**src/rtl/core_loader.sv**
```systemverilog
// Host-side program loader and execution supervisor for the out-of-order core.
// Stages host words in a FIFO, streams them into the instruction queue, then runs/resumes the core.
module core_loader #(
    parameter int FIFO_DEPTH   = 8,
    parameter int RESUME_DELAY = 4,
    parameter int MAX_EXC      = 16
) (
    input  logic        clk,
    input  logic        rst,
    input  logic        start,
    input  logic        skip_exc,
    input  logic        s_valid,
    output logic        s_ready,
    input  logic [31:0] s_data,
    input  logic        s_last,
    output logic        instr_wr_en,
    output logic [31:0] wr_instr,
    output logic        core_valid,
    input  logic        exception,
    input  logic [31:0] cmt_pc,
    input  logic        completed,
    output logic        resume,
    output logic [31:0] resume_pc,
    output logic        done,
    output logic        error,
    output logic [15:0] instr_count,
    output logic [7:0]  exc_count
);

    localparam int AW = $clog2(FIFO_DEPTH);
    localparam int DW = (RESUME_DELAY > 1) ? $clog2(RESUME_DELAY) : 1;

    typedef enum logic [2:0] {
        IDLE,
        LOAD,
        RUN,
        EXC_WAIT,
        RESUME,
        DONE
    } state_t;

    state_t state, state_nxt;

    logic [32:0]   fifo_mem [FIFO_DEPTH];
    logic [AW:0]   wr_ptr, rd_ptr;
    logic [AW:0]   fifo_count;
    logic          fifo_full, fifo_empty;
    logic [32:0]   head;
    logic          push, pop;
    logic          wr_last;
    logic          start_ok, exc_take, exc_limit;
    logic [31:0]   target;
    logic [DW-1:0] delay_cnt;

    assign fifo_count = wr_ptr - rd_ptr;
    assign fifo_full  = (fifo_count == (AW+1)'(FIFO_DEPTH));
    assign fifo_empty = (wr_ptr == rd_ptr);
    assign head       = fifo_mem[rd_ptr[AW-1:0]];

    assign push      = s_valid & s_ready;
    // Once the last word is popped, hold off so RUN starts the cycle after it is written.
    assign pop       = (state == LOAD) & ~fifo_empty & ~wr_last;
    assign start_ok  = start & ((state == IDLE) | (state == DONE));
    assign exc_take  = (state == RUN) & exception;
    assign exc_limit = ((exc_count + 8'd1) == 8'(MAX_EXC));

    always_ff @(posedge clk) begin
        if (push) begin
            fifo_mem[wr_ptr[AW-1:0]] <= {s_last, s_data};
        end
    end

    always_ff @(posedge clk or posedge rst) begin
        if (rst) begin
            wr_ptr <= '0;
            rd_ptr <= '0;
        end else begin
            if (push) wr_ptr <= wr_ptr + 1'b1;
            if (pop)  rd_ptr <= rd_ptr + 1'b1;
        end
    end

    always_ff @(posedge clk or posedge rst) begin
        if (rst) begin
            state       <= IDLE;
            instr_wr_en <= 1'b0;
            wr_instr    <= '0;
            wr_last     <= 1'b0;
            instr_count <= '0;
            exc_count   <= '0;
            error       <= 1'b0;
            target      <= '0;
            delay_cnt   <= '0;
        end else begin
            state       <= state_nxt;
            instr_wr_en <= pop;
            wr_last     <= pop & head[32];
            if (pop) begin
                wr_instr <= head[31:0];
            end
            if (start_ok) begin
                instr_count <= '0;
                exc_count   <= '0;
                error       <= 1'b0;
            end else begin
                if (pop && instr_count != 16'hFFFF) begin
                    instr_count <= instr_count + 16'd1;
                end
                if (exc_take) begin
                    exc_count <= exc_count + 8'd1;
                    if (exc_limit) error <= 1'b1;
                end
            end
            if (exc_take) begin
                target    <= cmt_pc + (skip_exc ? 32'd4 : 32'd0);
                delay_cnt <= DW'(RESUME_DELAY - 1);
            end else if (state == EXC_WAIT && delay_cnt != '0) begin
                delay_cnt <= delay_cnt - 1'b1;
            end
        end
    end

    always_comb begin
        state_nxt  = state;
        s_ready    = 1'b0;
        core_valid = 1'b0;
        resume     = 1'b0;
        resume_pc  = '0;
        done       = 1'b0;
        case (state)
            IDLE: begin
                s_ready = ~rst & ~fifo_full;
                if (start) state_nxt = LOAD;
            end
            LOAD: begin
                s_ready = ~rst & ~fifo_full;
                if (wr_last) state_nxt = RUN;
            end
            RUN: begin
                core_valid = 1'b1;
                if (exception) begin
                    state_nxt = exc_limit ? DONE : EXC_WAIT;
                end else if (completed) begin
                    state_nxt = DONE;
                end
            end
            EXC_WAIT: begin
                if (delay_cnt == '0) state_nxt = RESUME;
            end
            RESUME: begin
                resume    = 1'b1;
                resume_pc = target;
                state_nxt = RUN;
            end
            DONE: begin
                done = 1'b1;
                if (start) state_nxt = LOAD;
            end
            default: state_nxt = IDLE;
        endcase
    end

endmodule
```
**config.mk**
```make
export PLATFORM = sky130hd
export DESIGN_NAME = core_loader
export DESIGN_NICKNAME = d
export VERILOG_FILES = /design/src/rtl/core_loader.sv
export SDC_FILE = /design/constraint.sdc
export NUM_CORES = 1
export LEC_CHECK = 0
export CAP_MARGIN = 30
export CORE_ASPECT_RATIO = 0.6
export CORE_MARGIN = 2
export CORE_UTILIZATION = 30
export CTS_CLUSTER_SIZE = 28
export DETAILED_ROUTE_END_ITERATION = 12
export DONT_BUFFER_PORTS = 1
export PLACE_DENSITY_LB_ADDON = 0.15
export SLEW_MARGIN = 10
export SYNTH_ARGS = -nofsm -noshare
export SYNTH_HDL_FRONTEND = slang
export SYNTH_SLANG_ARGS = --single-unit
```
**constraint.sdc**
```tcl
create_clock -name clk -period 7.5 [get_ports clk]
set_clock_uncertainty 0.15 [all_clocks]
set_input_delay 1.5 -clock clk [delete_from_list [all_inputs] [get_ports clk]]
set_output_delay 1.5 -clock clk [all_outputs]
set_load 0.02 [all_outputs]
```
==> results of run 1 <==
[kinds of logic (layout without fill, tap and decap cells)]
logic type	count (synthesis)	count (layout)	share of synthesized area, %
AOI/OAI and AO/OA	83	83	3.310
xor gates and xnor gates	53	53	3.086
adders and majority gates	10	10	0.8317
buffers and inverters	62	97	1.639
DFF	368	368	70.00
muxes	72	72	10.29
and+or+nand+nor	329	329	10.85
[stage by stage]
| stage | power [mW] | cells |
|---|---|---|
| floorplan | 4.013 | 977 |
| global placement | 4.445 | 1590 |
| detailed placement | 4.474 | 1591 |
| CTS | 6.383 | 1662 |
| global route | 6.629 | 1662 |
| finish | 6.252 | 1662 |
[layer usage]
layer	GRT usage (%)	vias to the layer above
li1	-	3723
met1	19.95	4150
met2	19.70	175
met3	3.381	45
met4	3.162	0
met5	0	-
[where the power goes]
| group | switching [mW] | internal [mW] |
|---|---|---|
| clock network | 0.818 | 1.06 |
| logic | 0.822 | 0.620 |
| registers | 0.422 | 2.51 |
[final cells by class]
class / count / area, um2
fillers: 4700 / 32330
flip-flops and latches: 368 / 10540
multi-input cells: 547 / 4322
clock buffers: 51 / 1041
well taps: 650 / 813.3
clock inverters: 20 / 198.9
repair buffers: 18 / 147.6
inverters: 8 / 32.53
[critical path: stages, from the launching register on]
cell and delay, ns:
dfrtp_2 0.96, clkinv_1 0.22, ha_1 0.39, a21oi_1 0.17
a21oi_1 0.09, nor4_1 0.75, nor4_1 0.28
[flip-flops by register name (all words and copies together), names as in the netlist]
register / count
instr_count: 16
fifo_mem: 264
target: 32
state: 3
wr_instr: 32
wr_last: 1
instr_wr_en: 1
exc_count: 8
error: 1
rd_ptr: 4
delay_cnt: 2
wr_ptr: 4
[worst max path at each step]
stage / start / to
after floorplan: rst / fifo_mem[4][0]
after global routing: rd_ptr[2] / s_ready
after CTS: rd_ptr[2] / s_ready
after detailed placement: rd_ptr[2] / s_ready
final: rd_ptr[2] / s_ready
after global placement: rd_ptr[2] / s_ready
[placed cells by master (no fill, tap or decap), types with 3 or more instances in the layout]
cell type	n
and4_1	5
dfrtp_1	101
ha_1	10
a31oi_1	32
nor4_2	5
clkbuf_1	10
inv_1	5
buf_4	17
nand3_1	18
clkbuf_16	39
o21ai_0	31
mux4_2	66
nand2_1	136
mux2i_1	5
xnor2_1	24
nor3_1	11
nor4_1	6
and3_1	40
nor2b_1	4
nor2_1	60
clkinv_1	6
nor4b_2	4
a21oi_1	7
nand4_1	19
xor2_1	29
edfxtp_1	264
clkinv_2	9
and2_1	3
==> metrics, run 1 <==
leakage=5.951 nW; Critical Path AT=3.43 ns; drt first-iter violations=603; Power Density=365.8 nW/um2; VDD IR max=203.7 uV; DP Wirelength=20600 um; remaining antenna violation count=0; Core Area=49420 um2; Area contributors post-synth=edfxtp_1 53%, dfrtp_1 17%, mux4_2 9.9%; first-pass GRT wire length=52810 um; # hold bufs at CTS=0; reg-to-reg startpoint=rd_ptr[2]; crit end category=output port; Synth Area per Inst=15.40 um2; most common cell in the synthesized netlist=edfxtp_1; Synth top area share=52.70%; hold depth=2; vias post-DR=8093; Ports=166; layout cells sized above 1=16.50%; CTS Sinks=368; total CTS buffers=39; YS warnings=0; GR Util All Layers=13.44%; routed vias/inst=4.869; post-synth net total=1059; fin. max-slew vios=0; worst hold path type=reg -> reg; CP startpoint kind=register; R2R Path End=fifo_mem[2][28]; drt drc=0; Worst-Skew Late Latency=0.55 ns; Post-Place Cell Area=15850 um2; max-cap violations=0; crit path kind=reg -> out; n_diodes=0; endpoints failing setup=0; largest net degree at the start of global routing=70; Worst Tran Pin Value=0.9298 ns; hold slack=0.3191 ns; Initial Util=30.44%; number of H-tree levels=2; final worst-path cycle share=67.67%; Worst Hold End=target[17]; setup bufs post-CTS=0; DR WL met2=15210 um; initial antenna violation count=0; met3 wire len=2087 um; CTS tree=yes; HP Start=target[17]; mean routed wirelength per cell=21.16 um; Synth Instances=977; RSZ-0062 raised after global routing=false; cell area after synthesis=15040 um2; post-CTS resize count=0; M1 WL=17210 um; ys async rst share=28.26%; synth cell count leaders=264 x edfxtp_1, 136 x nand2_1, 104 x dfrtp_1; fmax=197.0 MHz; design area=17090 um2; 1st-pass router iterations=5; Yosys cell types=52; final core occ=34.58%; CTS Root Cell=clkbuf_16; Tmin final=5.076 ns; dominant cell type by area after synthesis=edfxtp_1; Nets=1064; vias in the first global route=8045; crit path max fanout=36; prevailing post-synth register cell=edfxtp_1; sequential element share of the synthesized area=70.00%; row count=63; Max transition margin=37.95%; status=completed; global placement routability congestion=0.7087; fin worst setup slack=2.424 ns; maximum buffer depth of the clock tree=3; Post-synth EDFFs=264; die height=177.5 um; Die Width=293.1 um; setup slack, reg-to-reg=3.54 ns; worst slack at placement=2.797 ns; Area growth syn-to-layout=13.62%; CP required=5.85 ns; die area=52010 um2; Clock Pin Slew Worst Setup and Hold Paths=0.06 ns; FF-to-FF path depth=8; drt total wl=35160 um; Buffers on Ports=0; final-report hold violation count=0; Setup TNS Final=0 ns; highest metal used=met4; GRT overflow=0; flops & latches, synth=368
Power figures use the tool's default switching activity.
==> run 2, diff against run 1 <==
==> constraint.sdc (replaced) <==
create_clock -name clk -period 4.59 [get_ports clk]
set_clock_uncertainty 0.15 [all_clocks]
set_input_delay 0.918 -clock clk [delete_from_list [all_inputs] [get_ports clk]]
set_output_delay 0.918 -clock clk [all_outputs]
set_load 0.02 [all_outputs]
==> run 2 against run 1 <==
Against the previous run:
- worst setup slack lost 1.6 ns
- total power grew 69%
- first-iteration DRC count shrank 5.0%
- wire length grew 2.3%
- clock power grew 72%
- register-to-register slack lost 2.4 ns
- final cell count grew 0.90%
- sequential share of layout area shrank 1.2 points
- critical path depth grew 2
==> metrics, run 2 (synthesis gave the netlist of run 1 again) <==
Buffers on Ports=0 (unchanged); endpoints failing setup=0 (unchanged); crit path kind=reg -> out (unchanged); DP Wirelength=22450 um (was 20600 um); hold slack=0.2629 ns (was 0.3191 ns); design area=17420 um2 (was 17090 um2); crit end category=output port (unchanged); max-cap violations=0 (unchanged); n_diodes=0 (unchanged); FF-to-FF path depth=9 (was 8); CP Buf/Inv Count=3 (was 1); WP depth=8 (was 6); crit-path cells=inv_1, ha_1, nand3b_1, a21oi_1, nor4_1, buf_4, nor4_1, buf_4 (was clkinv_1, ha_1, a21oi_1, a21oi_1, nor4_1, nor4_1); Power Density=606.3 nW/um2 (was 365.8 nW/um2); total CTS buffers=39 (unchanged); CP startpoint kind=register (unchanged); mean routed wirelength per cell=21.46 um (was 21.16 um); fin. max-slew vios=0 (unchanged); CTS tree=yes (unchanged); initial antenna violation count=0 (unchanged); area of the multi-input gates=4389 um2 (was 4322 um2); post-CTS resize count=0 (unchanged); fill cell count=4691 (was 4700); 1st-pass router iterations=4 (was 5); CTS Sinks=368 (unchanged); fmax=263.0 MHz; setup slack, reg-to-reg=1.12 ns (was 3.54 ns); status=completed (unchanged); Largest stage delay, worst path=0.66 ns (was 0.96 ns); routed vias/inst=4.913 (was 4.869); reg-to-reg startpoint=wr_ptr[0] (was rd_ptr[2]); Max transition margin=39.14% (was 37.95%); leakage=6.104 nW (was 5.951 nW); VDD IR max=268.2 uV (was 203.7 uV); global placement routability congestion=0.7008 (was 0.7087); # hold bufs at CTS=0 (unchanged); layout cells sized above 1=17.62% (was 16.50%); Critical Path Sink=s_ready (unchanged); CP required=3.52 ns (was 5.85 ns); first-pass GRT wire length=55020 um (was 52810 um); row count=63 (unchanged); max FFs per register=264 (unchanged); Clock Pin Slew Worst Setup and Hold Paths=0.06 ns (about the same); Setup crit start=wr_ptr[0] (was rd_ptr[2]); worst hold path type=in -> async (was reg -> reg); Post-Place Cell Area=16080 um2 (was 15850 um2); Setup TNS Final=0 ns (unchanged); most common cell after layout, fill and taps aside=edfxtp_1 (unchanged); Area growth syn-to-layout=15.78% (was 13.62%); Overall Power=10.56 mW (was 6.252 mW); Worst-Skew Late Latency=0.56 ns (was 0.55 ns); number of H-tree levels=2 (unchanged); die height=177.5 um (unchanged); maximum buffer depth of the clock tree=3 (unchanged); remaining antenna violation count=0 (unchanged); final worst-path cycle share=82.84%; Ports=166 (unchanged); drt first-iter violations=573 (was 603); crit path max fanout=8 (was 36); Die Width=293.1 um (unchanged); die area=52010 um2 (unchanged); Nets=1078 (was 1064); most frequent cells in the layout=264 x edfxtp_1, 136 x nand2_1, 102 x dfrtp_1 (was 264 x edfxtp_1, 136 x nand2_1, 101 x dfrtp_1); RSZ-0062 raised after global routing=false (unchanged); GRT overflow=0 (unchanged); Critical Path AT=2.73 ns (was 3.43 ns); Reg area=10540 um2 (about the same); largest net degree at the start of global routing=59 (was 70); final-report hold violation count=0 (unchanged); GR Util All Layers=13.90% (was 13.44%); R2R Path End=fifo_mem[6][13] (was fifo_mem[2][28]); Crit-path slowest cell=dfrtp_1 (was dfrtp_2); Tmin final=3.802 ns; vias in the first global route=8430 (was 8045); drt total wl=35980 um (was 35160 um); Worst Tran Pin Value=0.9053 ns (was 0.9298 ns); Core Area=49420 um2 (unchanged); Initial Util=30.44% (unchanged); setup bufs post-CTS=0 (unchanged); CTS Root Cell=clkbuf_16 (unchanged); drt drc=0 (unchanged); Crit path max-delay family=flip-flops (was simple AND/OR/NAND/NOR gates); vias post-DR=8239 (was 8093)
run 2: cell types whose count changed in the layout (fill, tap and decap cells not counted), sizes merged:
cell	delta
clkinv	-10
inv	+1
buf	+14
bufinv	+1
clkbuf	+7
clkinvlp	+2
run 2: how the worst min path moves through the flow:
| stage | to | slack, ns | depth (start not counted) |
|---|---|---|---|
| after floorplan | target[0] | 0.29 | 2 |
| after global placement | target[0] | 0.30 | 2 |
| after detailed placement | target[2] | 0.31 | 2 |
| after CTS | state[0] | 0.28 | 2 |
| after global routing | fifo_mem[0][7] | 0.27 | 0 |
| final | state[0] | 0.26 | 2 |
run 2: per-stage QoR:
stage / utilization, % / setup WS, ns / std cells
floorplan: - / -0.6448 / 977
global placement: 32.39 / 1.139 / 1601
detailed placement: 32.53 / 1.085 / 1604
CTS: 35.18 / 0.7217 / 1676
global route: 35.24 / 0.5750 / 1677
finish: 35.24 / 0.7876 / 1677
run 2: area by class of cell:
| type | instances | share of cell area (%) |
|---|---|---|
| clock buffers | 58 | 6.422 |
| clock inverters | 14 | 1.114 |
| inverters | 8 | 0.1940 |
| multi-input cells | 547 | 25.20 |
| flip-flops and latches | 368 | 60.49 |
| well taps | 650 | 4.670 |
| repair buffers | 32 | 1.911 |
run 2: layer usage:
metal	wire length [um]	vias to the layer above	track usage (%)
met5	0	-	0
met4	582	0	2.927
met3	2092	42	3.507
met2	15610	146	20.22
met1	17700	4311	20.86
li1	-	3740	-
run 2: where the power goes:
part           total (mW)  leakage (nW)  switching, mW  internal, mW
clock                3.24         0.628           1.36          1.88
combinational        2.65          1.81           1.54          1.11
sequential           4.66          3.66          0.563          4.10
==> run 3, diff against run 2 <==
==> constraint.sdc (replaced) <==
create_clock -name clk -period 3.2 [get_ports clk]
set_clock_uncertainty 0.15 [all_clocks]
set_input_delay 0.64 -clock clk [delete_from_list [all_inputs] [get_ports clk]]
set_output_delay 0.64 -clock clk [all_outputs]
set_load 0.02 [all_outputs]
==> run 3 against run 2 <==
Against the previous run:
- sequential power up 41%
- register-to-register slack worse by 0.66 ns
- final cell count up 2.1%
- sequential share of layout area down 0.91 points
- critical endpoint unchanged
- die area unchanged
- clock power up 36%
- final area up 1.5%
- combinational power up 53%
- worst hold slack worse by 0.23 ns
- wire length up 3.3%
==> metrics, run 3 (synthesis gave the netlist of run 1 again) <==
RSZ-0062 raised after global routing=false (unchanged); maximum buffer depth of the clock tree=3 (unchanged); row count=63 (unchanged); n_diodes=0 (unchanged); dpl cells=1612 (was 1604); drt total wl=37160 um (was 35980 um); number of H-tree levels=2 (unchanged); crit path kind=reg -> out (unchanged); fin. max-slew vios=0 (unchanged); total CTS buffers=39 (unchanged); reg-to-reg startpoint=wr_ptr[0] (unchanged); crit path max fanout=4 (was 8); hold slack=0.03331 ns (was 0.2629 ns); Worst-Skew Late Latency=0.55 ns (was 0.56 ns); Overall Power=15.05 mW (was 10.56 mW); Core Area=49420 um2 (unchanged); CTS tree=yes (unchanged); Tmin final=3.013 ns; leakage=6.216 nW (was 6.104 nW); status=completed (unchanged); Finished Layout Cells=1712 (was 1677); mean routed wirelength per cell=21.71 um (was 21.46 um); layout cells sized above 1=17.33% (was 17.62%); GRT overflow=0 (unchanged); combinational fraction of design power=26.9% (was 25.1%); CTS Root Cell=clkbuf_16 (unchanged); VDD IR max=555.0 uV (was 268.2 uV); endpoints failing setup=0 (unchanged); Clk network pwr share=29.3% (was 30.7%); HP Start=s_data[10]; final-report hold violation count=0 (unchanged); Initial Util=30.44% (unchanged); most frequent cells in the layout=264 x edfxtp_1, 136 x nand2_1, 101 x dfrtp_1 (was 264 x edfxtp_1, 136 x nand2_1, 102 x dfrtp_1); hold depth=0; Area growth syn-to-layout=17.57% (was 15.78%); GR Util All Layers=14.23% (was 13.90%); register share of total power=43.8% (was 44.2%); die area=52010 um2 (unchanged); Setup crit start=wr_ptr[0] (unchanged); Critical Path AT=2.22 ns (was 2.73 ns); most common cell after layout, fill and taps aside=edfxtp_1 (unchanged); Power Density=850.7 nW/um2 (was 606.3 nW/um2); crit end category=output port (unchanged); Buffers on Ports=0 (unchanged); drt drc=0 (unchanged); Setup TNS Final=0 ns (unchanged); CP startpoint kind=register (unchanged); remaining antenna violation count=0 (unchanged); final worst-path cycle share=94.16%; vias in the first global route=8427 (was 8430); Die Width=293.1 um (unchanged); initial antenna violation count=0 (unchanged); Net Sw Power=5.051 mW (was 3.468 mW); routed vias/inst=4.867 (was 4.913); Ports=166 (unchanged); Net Sw Frac=33.57% (was 32.84%); 1st-pass router iterations=5 (was 4); max-cap violations=0 (unchanged); die height=177.5 um (unchanged); Clock Pin Slew Worst Setup and Hold Paths=0.06 ns (about the same); CP required=2.41 ns (was 3.52 ns); global placement routability congestion=0.7270 (was 0.7008); fmax=331.9 MHz; vias post-DR=8332 (was 8239); Int Power=9.994 mW (was 7.092 mW); FF-to-FF path depth=8 (was 9); drt first-iter violations=609 (was 573); Nets=1114 (was 1078); first-pass GRT wire length=55750 um (was 55020 um); final core occ=35.78% (was 35.24%); worst hold path type=in -> reg (was in -> async); DP Wirelength=22280 um (was 22450 um); CTS Sinks=368 (unchanged); Max transition margin=48.79% (was 39.14%); max FFs per register=264 (unchanged); largest net degree at the start of global routing=70 (was 59); Worst Tran Pin Value=0.7682 ns (was 0.9053 ns)
-- run 3: cell types whose count changed in the layout (fill, tap and decap cells not counted), moves of 2 or more --
cell | before | now
clkinv_1 | 3 | 10
nor4_1 | 6 | 4
buf_4 | 26 | 34
clkbuf_8 | 5 | 1
dlygate4sd3_1 | 0 | 28
buf_16 | 3 | 1
buf_12 | 2 | 5
-- run 3: metrics by stage --
stage	cell area [um2]	setup WS, ns
floorplan	15190	-1.140
global placement	16140	0.4757
detailed placement	16140	0.4155
CTS	17560	0.1160
global route	17690	0.06216
finish	17690	0.1870
-- run 3: area by class of cell --
cell class                 instances  area, um2
fill                            4721      31740
sequential                       368      10540
multi-input combinational        547       4410
clock buffer                      53       1039
tap                              650      813.3
timing repair buffer              68      663.1
clock inverter                    18      190.2
inverter                           8      33.78
-- run 3: final timing paths --
kind | end | slack (ns)
max | s_ready | 0.19
min | fifo_mem[3][10] | 0.03
max reg2reg | fifo_mem[5][31] | 0.46
min reg2reg | target[0] | 0.32
max in group asynchronous | instr_count[2] | 1.74
min in group asynchronous | state[2] | 0.08
-- run 3: power groups by stage --
| stage | Sequential [mW] | Combinational (mW) | Clock (mW) |
|---|---|---|---|
| final | 6.59 | 4.05 | 4.41 |
| after global routing | 6.68 | 4.52 | 4.77 |
| after CTS | 6.61 | 4.15 | 4.57 |
| after detailed placement | 6.70 | 4.10 | 0 |
| after global placement | 6.70 | 4.08 | 0 |
| after floorplan | 6.53 | 3.00 | 0 |
-- run 3: routing by layer --
| metal | up-vias | part of all wire (%) | GRT usage (%) | wire length, um |
|---|---|---|---|---|
| met3 | 45 | 5.1 | 3.244 | 1893 |
| li1 | 3823 | - | - | - |
| met5 | - | 0 | 0 | 0 |
| met4 | 0 | 1.7 | 3.120 | 636 |
| met2 | 153 | 42 | 20.08 | 15530 |
| met1 | 4311 | 51 | 22.04 | 19100 |
-- run 3: critical path: stages, from the launching register on --
cell	delay, ns
dfrtp_1	0.37
inv_1	0.25
ha_1	0.21
nor2b_1	0.17
xnor2_1	0.15
nor4_2	0.08
buf_4	0.17
nor4_4	0.30
-- run 3: what timing repair did --
| item | 4_1_cts | 5_1_grt |
|---|---|---|
| gates resized for setup | 1 | 0 |
| setup buffers | 0 | 0 |
| endpoints found under the hold margin | 84 | 22 |
| setup endpoints to repair | 1 | 0 |
| hold buffers | 18 | 10 |
